$ cat config.mk
export PLATFORM = sky130hd
export DESIGN_NAME = fetch_sequencer
export DESIGN_NICKNAME = d
export VERILOG_FILES = /design/src/rtl/fetch_sequencer.sv
export SDC_FILE = /design/constraint.sdc
export NUM_CORES = 1
export LEC_CHECK = 0
export CAP_MARGIN = 30
export CORE_UTILIZATION = 45
export DETAILED_ROUTE_END_ITERATION = 6
export GPL_TIMING_DRIVEN = 0
export PLACE_DENSITY = 0.7
export SLEW_MARGIN = 30
export SYNTH_ARGS = -nofsm -noshare
export SYNTH_HDL_FRONTEND = slang
export SYNTH_SLANG_ARGS = --single-unit
$ cat constraint.sdc
create_clock -name clk -period 1.8 [get_ports clk]
set_input_delay 0.18 -clock clk [delete_from_list [all_inputs] [get_ports clk]]
set_output_delay 0.18 -clock clk [all_outputs]
set_load 0.02 [all_outputs]
$ cat src/rtl/fetch_sequencer.sv
// Fetch address sequencer: sequential fetch, redirects with a one-cycle
// flush bubble, and a circular return-address stack for call/ret.
module fetch_sequencer #(
    parameter logic [9:0] RESET_ADDR = 10'h000,
    parameter int         RAS_DEPTH  = 4
) (
    input  logic       clk,
    input  logic       reset,
    input  logic       stall,
    input  logic       branch_taken,
    input  logic [9:0] branch_target,
    input  logic       jump,
    input  logic       call,
    input  logic [9:0] jump_target,
    input  logic       ret,
    output logic [9:0] instruction_address,
    output logic       fetch_valid,
    output logic       ras_overflow,
    output logic       ras_underflow
);
    localparam int PW = $clog2(RAS_DEPTH);
    localparam logic [PW:0] FULL = (PW+1)'(RAS_DEPTH);

    typedef enum logic [1:0] {
        INIT,
        RUN,
        FLUSH
    } state_t;

    state_t      state;
    logic [9:0]  ras [RAS_DEPTH];
    logic [PW-1:0] ptr;
    logic [PW:0] count;
    logic [9:0]  next_seq;
    logic [PW-1:0] top;

    assign next_seq = instruction_address + 10'd1;
    assign top      = ptr - PW'(1);

    always_ff @(posedge clk) begin
        if (reset) begin
            state               <= INIT;
            instruction_address <= RESET_ADDR;
            fetch_valid         <= 1'b0;
            ptr                 <= '0;
            count               <= '0;
            ras_overflow        <= 1'b0;
            ras_underflow       <= 1'b0;
        end else begin
            ras_overflow  <= 1'b0;
            ras_underflow <= 1'b0;
            unique case (state)
                INIT: begin
                    state               <= RUN;
                    instruction_address <= RESET_ADDR;
                    fetch_valid         <= 1'b1;
                end
                FLUSH: begin
                    state       <= RUN;
                    fetch_valid <= 1'b1;
                end
                RUN: begin
                    if (stall) begin
                        fetch_valid <= 1'b0;
                    end else if (ret && count != '0) begin
                        instruction_address <= ras[top];
                        ptr                 <= top;
                        count               <= count - (PW+1)'(1);
                        state               <= FLUSH;
                        fetch_valid         <= 1'b0;
                    end else if (ret) begin
                        instruction_address <= next_seq;
                        fetch_valid         <= 1'b1;
                        ras_underflow       <= 1'b1;
                    end else if (call) begin
                        // Wrapping ptr overwrites the oldest entry when full
                        ras[ptr] <= next_seq;
                        ptr      <= ptr + PW'(1);
                        if (count == FULL)
                            ras_overflow <= 1'b1;
                        else
                            count <= count + (PW+1)'(1);
                        instruction_address <= jump_target;
                        state               <= FLUSH;
                        fetch_valid         <= 1'b0;
                    end else if (jump) begin
                        instruction_address <= jump_target;
                        state               <= FLUSH;
                        fetch_valid         <= 1'b0;
                    end else if (branch_taken) begin
                        instruction_address <= branch_target;
                        state               <= FLUSH;
                        fetch_valid         <= 1'b0;
                    end else begin
                        instruction_address <= next_seq;
                        fetch_valid         <= 1'b1;
                    end
                end
                default: begin
                    state       <= INIT;
                    fetch_valid <= 1'b0;
                end
            endcase
        end
    end
endmodule
==> results of run 1 <==
## flip-flops by register name (all words and copies together) (netlist names)
register / cells
fetch_valid: 1
ras: 40
ptr: 2
instruction_address: 10
state: 2
ras_overflow: 1
ras_underflow: 1
count: 3
## cell usage in the layout, fill, tap and decap left out, drive strengths merged, types with 2 or more instances in the layout
cell,n
o31ai,2
a221oi,2
clkbuf,14
or2,2
ha,5
a21oi,14
o21bai,2
nand2b,2
nand3,8
clkdlybuf4s50,39
mux4,10
inv,6
nor2,18
and2,8
and3,3
mux2i,4
edfxtp,40
nor3,2
nand4,3
dfxtp,20
xnor2,11
nand2,18
a211oi,4
o221ai,2
nor3b,2
buf,14
o21ai,12
clkinv,4
xor2,2
o22ai,2
## cell type report
cell class	count	area, sq um	share of cell area (%)
buffer	8	67.6	1.84
clock buffer	12	135	3.69
clock inverter	4	17.5	0.478
inverter	6	25.0	0.683
multi-input combinational	151	1250	34.3
sequential	60	1620	44.2
tap	75	93.8	2.56
timing repair buffer	47	450	12.3
## cells by family after synthesis
family	Yosys count	synth area share [%]
xor+xnor	13	4.28
compound gates	48	11.8
fa+ha+maj	6	2.91
buf+inv	15	2.82
flops	60	56.4
simple gates	67	12.4
mux	14	9.35
## through the flow
| step | area, sq um | setup TNS (ns) |
|---|---|---|
| global route | 3660 | -0.00448 |
| floorplan | 2850 | 0 |
| finish | 3660 | 0 |
| detailed placement | 3340 | -30.17 |
| global placement | 3340 | -29.61 |
| CTS | 3620 | 0 |
## power breakdown
group          switching [uW]  leakage (uW)  internal [uW]  total (uW)
combinational             185      0.000680            193         377
sequential               26.0      0.000536           1480        1510
clock                     503     0.0000792            486         990
## path summary, 6_finish.rpt
check	to	slack (ns)	cells after the start
max reg2reg	ras[1][4]	0.05	5
min reg2reg	fetch_valid	0.49	1
min	fetch_valid	0.49	1
max	ras[1][4]	0.05	5
## critical path: stages (launching register included)
cell and delay, ns:
dfxtp_1 0.37, nor3b_4 0.23, nand2b_2 0.17, nor3b_4 0.21
buf_4 0.19, and2_4 0.27
## routing by layer
metal	part of all wire, %	global-route usage (%)
met3	8.4	6.78
met1	41	32.2
met5	0	0
met2	49	38.2
met4	1.6	9.82
## what timing repair did
| item | in CTS | in global routing |
|---|---|---|
| pin swaps | 3 | 4 |
| setup endpoints to repair | 51 | 19 |
| gates resized for setup | 19 | 11 |
| hold buffers | 0 | 0 |
| cloned | 2 | 1 |
| setup buffers | 8 | 0 |
## Yosys cell counts, drive strengths merged (2+ instances only)
cell / instances
mux2i: 4
o22ai: 2
xnor2: 11
o31ai: 2
nor3: 2
or2: 2
mux4: 10
o21ai: 12
nor2: 18
nor3b: 2
a211oi: 4
o221ai: 2
buf: 8
inv: 6
a21oi: 14
edfxtp: 40
o21bai: 2
and2: 5
and3: 3
nand4: 3
nand2b: 2
ha: 5
xor2: 2
dfxtp: 20
a221oi: 2
nand2: 18
nand3: 8
==> flow_summary_export.csv, run 1 <==
group,metric,value,unit
min_path,hold_path.class,"reg2reg",
pwr,power,2870,uW
synthesis,synth_top_cell_by_area,"edfxtp_1",
clocking,cts.path.max_buffers,2,
timing,fin_crit,1.75,ns
place,portBuffers,39,
setup_path,critical_path_class,"reg2reg",
pwr,vdd_drop_max,0.624,mV
drt,drt_iter0_markers,115,
clocking,htreeDepth,3,
run_status,status,"finished, final reports clean",
clocking,worstSkewPairLatency,0.34,ns
setup_path,cp-end-kind,"flop",
synthesis,synthFlopType,"edfxtp_1",
setup_path,timing.rr.start,"state[0]",
timing,timing.hold.ws,0.488,ns
synthesis,synthCells,223,
synthesis,synth_cell_types,51,
final_layout,fillCellCount,485,
place,dp.cells,337,
grt,grt_pass1_vias,2008,
drt,vias,2101,
grt,grt_max_degree,11,
drt,wl_per_cell,20.3,um
synthesis,synth_top_area_share,42.3,%
synthesis,yosysSeqAreaShare,56.4,%
clocking,cts_tree,"built",
drt,detail-route-antenna-nets,0,
pwr,p_leak,0.00129,uW
grt,grt.total_usage,24.5,%
clocking,numCtsBuffers,9,
setup_path,worstPathArrival,1.78,ns
floorplan,die_area,0.00663,sq mm
setup_path,cp-start-kind,"flop",
timing,slew_headroom,45.0,%
setup_path,crit_required,1.83,ns
floorplan,die_y,81.4,um
place,dp_hpwl,4530,um
clocking,clk_pin_slew,0.06,ns
synthesis,synth_edf_count,40,
timing,worst_pin_slew,0.822,ns
final_layout,diodes,0,
synthesis,yosys_register_bits,60,
place,pre_cts_ws,-0.719,ns
synthesis,yosys_warnings,0,
grt,grt_pass1_wl,11200,um
clocking,ctsRootBufferMaster,"clkbuf_8",
timing,setup_ws,0.0519,ns
synthesis,synth_area_leaders,"edfxtp_1 42%, dfxtp_1 14%, mux4_2 7.9%",
final_layout,drive_gt1_share,24.0,%
timing,fmax,572,MHz
grt,gr-total-overflow,0,
min_path,min-delay-start,"state[0]",
grt,antenna_found_initial,0,
floorplan,core_area,0.00599,sq mm
drt,drc,0,
final_layout,stdcell_count,363,
floorplan,ios,40,
synthesis,synth_area,0.00284,sq mm
floorplan,rows,28,
timing,fin_crit_sh,97.1,%
timing,clock_skew,0.00561,ns
synthesis,syn-num-nets,256,
drt,routed_wl,7350,um
synthesis,synthArstFlopShare,0,%
drt,firstDrtPassIters,4,
timing,finalSetupViolations,0,
floorplan,die_w,81.4,um
final_layout,areaGrowthSynthToFinish,29.1,%
timing,finalHoldViolations,0,
setup_path,crit_fanout,10,
pwr,power.density,784,mW/mm^2
place,gp_congestion,0.753,
final_layout,final_nets,316,
run,max-cap-violations,0,
timing,timing.final.max_slew_violations,0,
timing,grt_setup_unrepaired,"yes",
drt,avgViaCountPerCell,5.79,
synthesis,syn_area_per_cell,12.7,sq um
final_layout,fin_util,61.1,%
floorplan,initial_utilization,47.4,%
setup_path,cp-startpoint,"state[0]",
clocking,cts_sinks,60,
(Power assumes the default switching activity.)
==> run 2, diff against run 1 <==
--- a/config.mk
+++ b/config.mk
@@ -8,8 +8,9 @@
 export CAP_MARGIN = 30
 export CORE_UTILIZATION = 45
 export DETAILED_ROUTE_END_ITERATION = 6
+export DONT_BUFFER_PORTS = 1
 export GPL_TIMING_DRIVEN = 0
-export PLACE_DENSITY = 0.7
+export PLACE_DENSITY = 0.62
 export SLEW_MARGIN = 30
 export SYNTH_ARGS = -nofsm -noshare
 export SYNTH_HDL_FRONTEND = slang
==> run 2 against run 1 <==
Count of clock-buffer cells in the layout shrank 2. Power up 3.6%. Via count fell by 11%. Non-clock buffer count decreased by 37. Sequential power is essentially flat. Highest routed layer unchanged. Routed wire length shrank 11%. Die area stayed put. Largest cell class unchanged.
==> flow_summary_export.csv, run 2 (synthesis results as in run 1) <==
group,metric,value,unit
drt,drc,0,
pwr,p_leak,0.00116,uW
setup_path,cp_slowest_cell,"dfxtp_4",
setup_path,critical_path_class,"reg2reg",
place,dpl-instance-area,0.00295,sq mm
drt,wl_per_cell,20.4,um
timing,worst_pin_slew,0.834,ns
min_path,min-delay-start,"jump_target[2]",
pwr,power.density,893,mW/mm^2
timing,fin_crit,1.72,ns
min_path,worstHoldEndpoint,"instruction_address[2]",
drt,vias,1865,
final_layout,layout_commonest_cell,"edfxtp_1",
final_layout,fillCellCount,508,
grt,antenna_found_initial,0,
grt,gr-total-overflow,0,
run,max-cap-violations,0,
place,dp_hpwl,4410,um
grt,grt_pass1_vias,1870,
final_layout,diodes,0,
clocking,htreeDepth,3,
clocking,cts.path.max_buffers,2,
final_layout,largest_reg_flops,40,
run_status,status,"finished, final reports clean",
setup_path,cp-end-kind,"flop",
timing,fmax,582,MHz
floorplan,core_area,0.00599,sq mm
timing,timing.final.max_slew_violations,0,
floorplan,rows,28,
setup_path,cpPeakStageDelay,0.37,ns
place,pre_cts_ws,-0.390,ns
min_path,worstHoldPathCells,2,
drt,detail-route-antenna-nets,0,
setup_path,worstPathArrival,1.95,ns
timing,fin_crit_sh,95.4,%
final_layout,final_nets,276,
clocking,cts_tree,"built",
setup_path,r2r_end,"instruction_address[5]",
setup_path,path_buf_inv,2,
setup_path,crit_required,2.04,ns
grt,grt.total_usage,21.9,%
setup_path,timing.rr.start,"ptr[0]",
clocking,worstSkewPairLatency,0.34,ns
floorplan,die_y,81.4,um
drt,firstDrtPassIters,4,
setup_path,timing.reg2reg.setup_slack,0.08,ns
floorplan,die_w,81.4,um
clocking,numCtsBuffers,9,
floorplan,ios,40,
timing,clock_skew,0.00535,ns
drt,routed_wl,6580,um
min_path,hold_path.class,"in2reg",
clocking,clk_pin_slew,0.07,ns
setup_path,ff2ff_path_depth,6,
setup_path,crit_fanout,7,
setup_path,path_delay_family,"compound AO/OA/AOI/OAI gates",
timing,setup_ws,0.0832,ns
floorplan,die_area,0.00663,sq mm
drt,drt_iter0_markers,117,
floorplan,initial_utilization,47.4,%
timing,finalSetupViolations,0,
final_layout,drive_gt1_share,30.2,%
pwr,vdd_drop_max,0.534,mV
final_layout,final_cell_mix,"40 x edfxtp_1, 18 x nand2_1, 18 x nor2_1",
place,portBuffers,0,
setup_path,cp-start-kind,"flop",
grt,grt_pass1_wl,9930,um
setup_path,crit_path_cell_trace,"buf_12 > inv_1 > ha_4 > mux4_2 > o221a_1 > a22o_1",
final_layout,regMostFlops,"ras",
final_layout,largestRegisters,"ras (40), instruction_address (10), count (3)",
clocking,cts_sinks,60,
final_layout,areaGrowthSynthToFinish,17.4,%
timing,slew_headroom,44.2,%
clocking,ctsRootBufferMaster,"clkbuf_8",
place,gp_congestion,0.825,
drt,avgViaCountPerCell,5.77,
grt,grt_max_degree,12,
timing,finalHoldViolations,0,
final_layout,stdcell_area,0.00333,sq mm
timing,grt_setup_unrepaired,"yes",
run 2: per-stage QoR:
step | hold slack (ns) | total power (uW) | setup TNS [ns] | util, % | instances
6_report | 0.0417 | 2970 | 0 | 55.6 | 323
4_1_cts | 0.0312 | 2990 | -0.0480 | 54.2 | 319
2_1_floorplan | 0.362 | 1730 | 0 | - | 223
3_5_place_dp | 0.381 | 1790 | -15.64 | 49.2 | 298
3_3_place_gp | 0.382 | 1780 | -15.70 | 49.2 | 298
5_1_grt | 0.0401 | 3090 | -0.0375 | 55.6 | 323
run 2: metal layers:
layer  global-route usage (%)  up-vias  routed length, um
li1                         -      878                  -
met1                     25.6      929               2770
met2                     34.7       43               3280
met3                     9.33       15                361
met4                     10.4        0                163
met5                        0        -                  0
run 2: worst max-delay path by stage:
stage                                start                     end  slack [ns]  cells after the start
floorplan                           ptr[0]  instruction_address[9]        0.02                      8
global placement                  state[0]               ras[2][2]       -0.39                      4
detailed placement                state[0]               ras[2][2]       -0.39                      4
CTS                 instruction_address[1]  instruction_address[2]       -0.03                      6
global route                      count[0]                count[2]       -0.04                      8
finish                              ptr[0]  instruction_address[5]        0.08                      6
run 2: worst reg2reg max path, stage by stage (launching register included):
cell and delay (ns):
dfxtp_4 0.37, buf_12 0.10, inv_1 0.07, ha_4 0.36, mux4_2 0.31, o221a_1 0.25
a22o_1 0.17
run 2: where the power goes:
| part | total [uW] | internal [uW] | switching, uW | leakage, uW |
|---|---|---|---|---|
| Combinational | 282 | 133 | 149 | 0.000539 |
| Clock | 1180 | 636 | 541 | 0.0000862 |
| Sequential | 1520 | 1480 | 37.0 | 0.000537 |
run 2: layout make-up:
cell class / count / area, sq um / area share (%)
well taps: 75 / 93.8 / 2.82
multi-input cells: 148 / 1240 / 37.2
flip-flops and latches: 60 / 1620 / 48.8
repair buffers: 10 / 87.6 / 2.63
inverters: 6 / 30.0 / 0.902
clock buffers: 10 / 128 / 3.83
clock inverters: 6 / 65.1 / 1.95
plain buffers: 8 / 65.1 / 1.95
run 2: timing repair:
action	4_1_cts	5_1_grt
hold buffers	0	0
gates resized for setup	19	17
buffers inserted	5	5
endpoints found under the setup margin	52	6
pin swaps	2	2
==> run 3, diff against run 2 <==
--- a/config.mk
+++ b/config.mk
@@ -5,7 +5,6 @@
 export SDC_FILE = /design/constraint.sdc
 export NUM_CORES = 1
 export LEC_CHECK = 0
-export CAP_MARGIN = 30
 export CORE_UTILIZATION = 45
 export DETAILED_ROUTE_END_ITERATION = 6
 export DONT_BUFFER_PORTS = 1
==> results of run 3 <==
Final layout, timing and power as in run 2 (identical DEF).
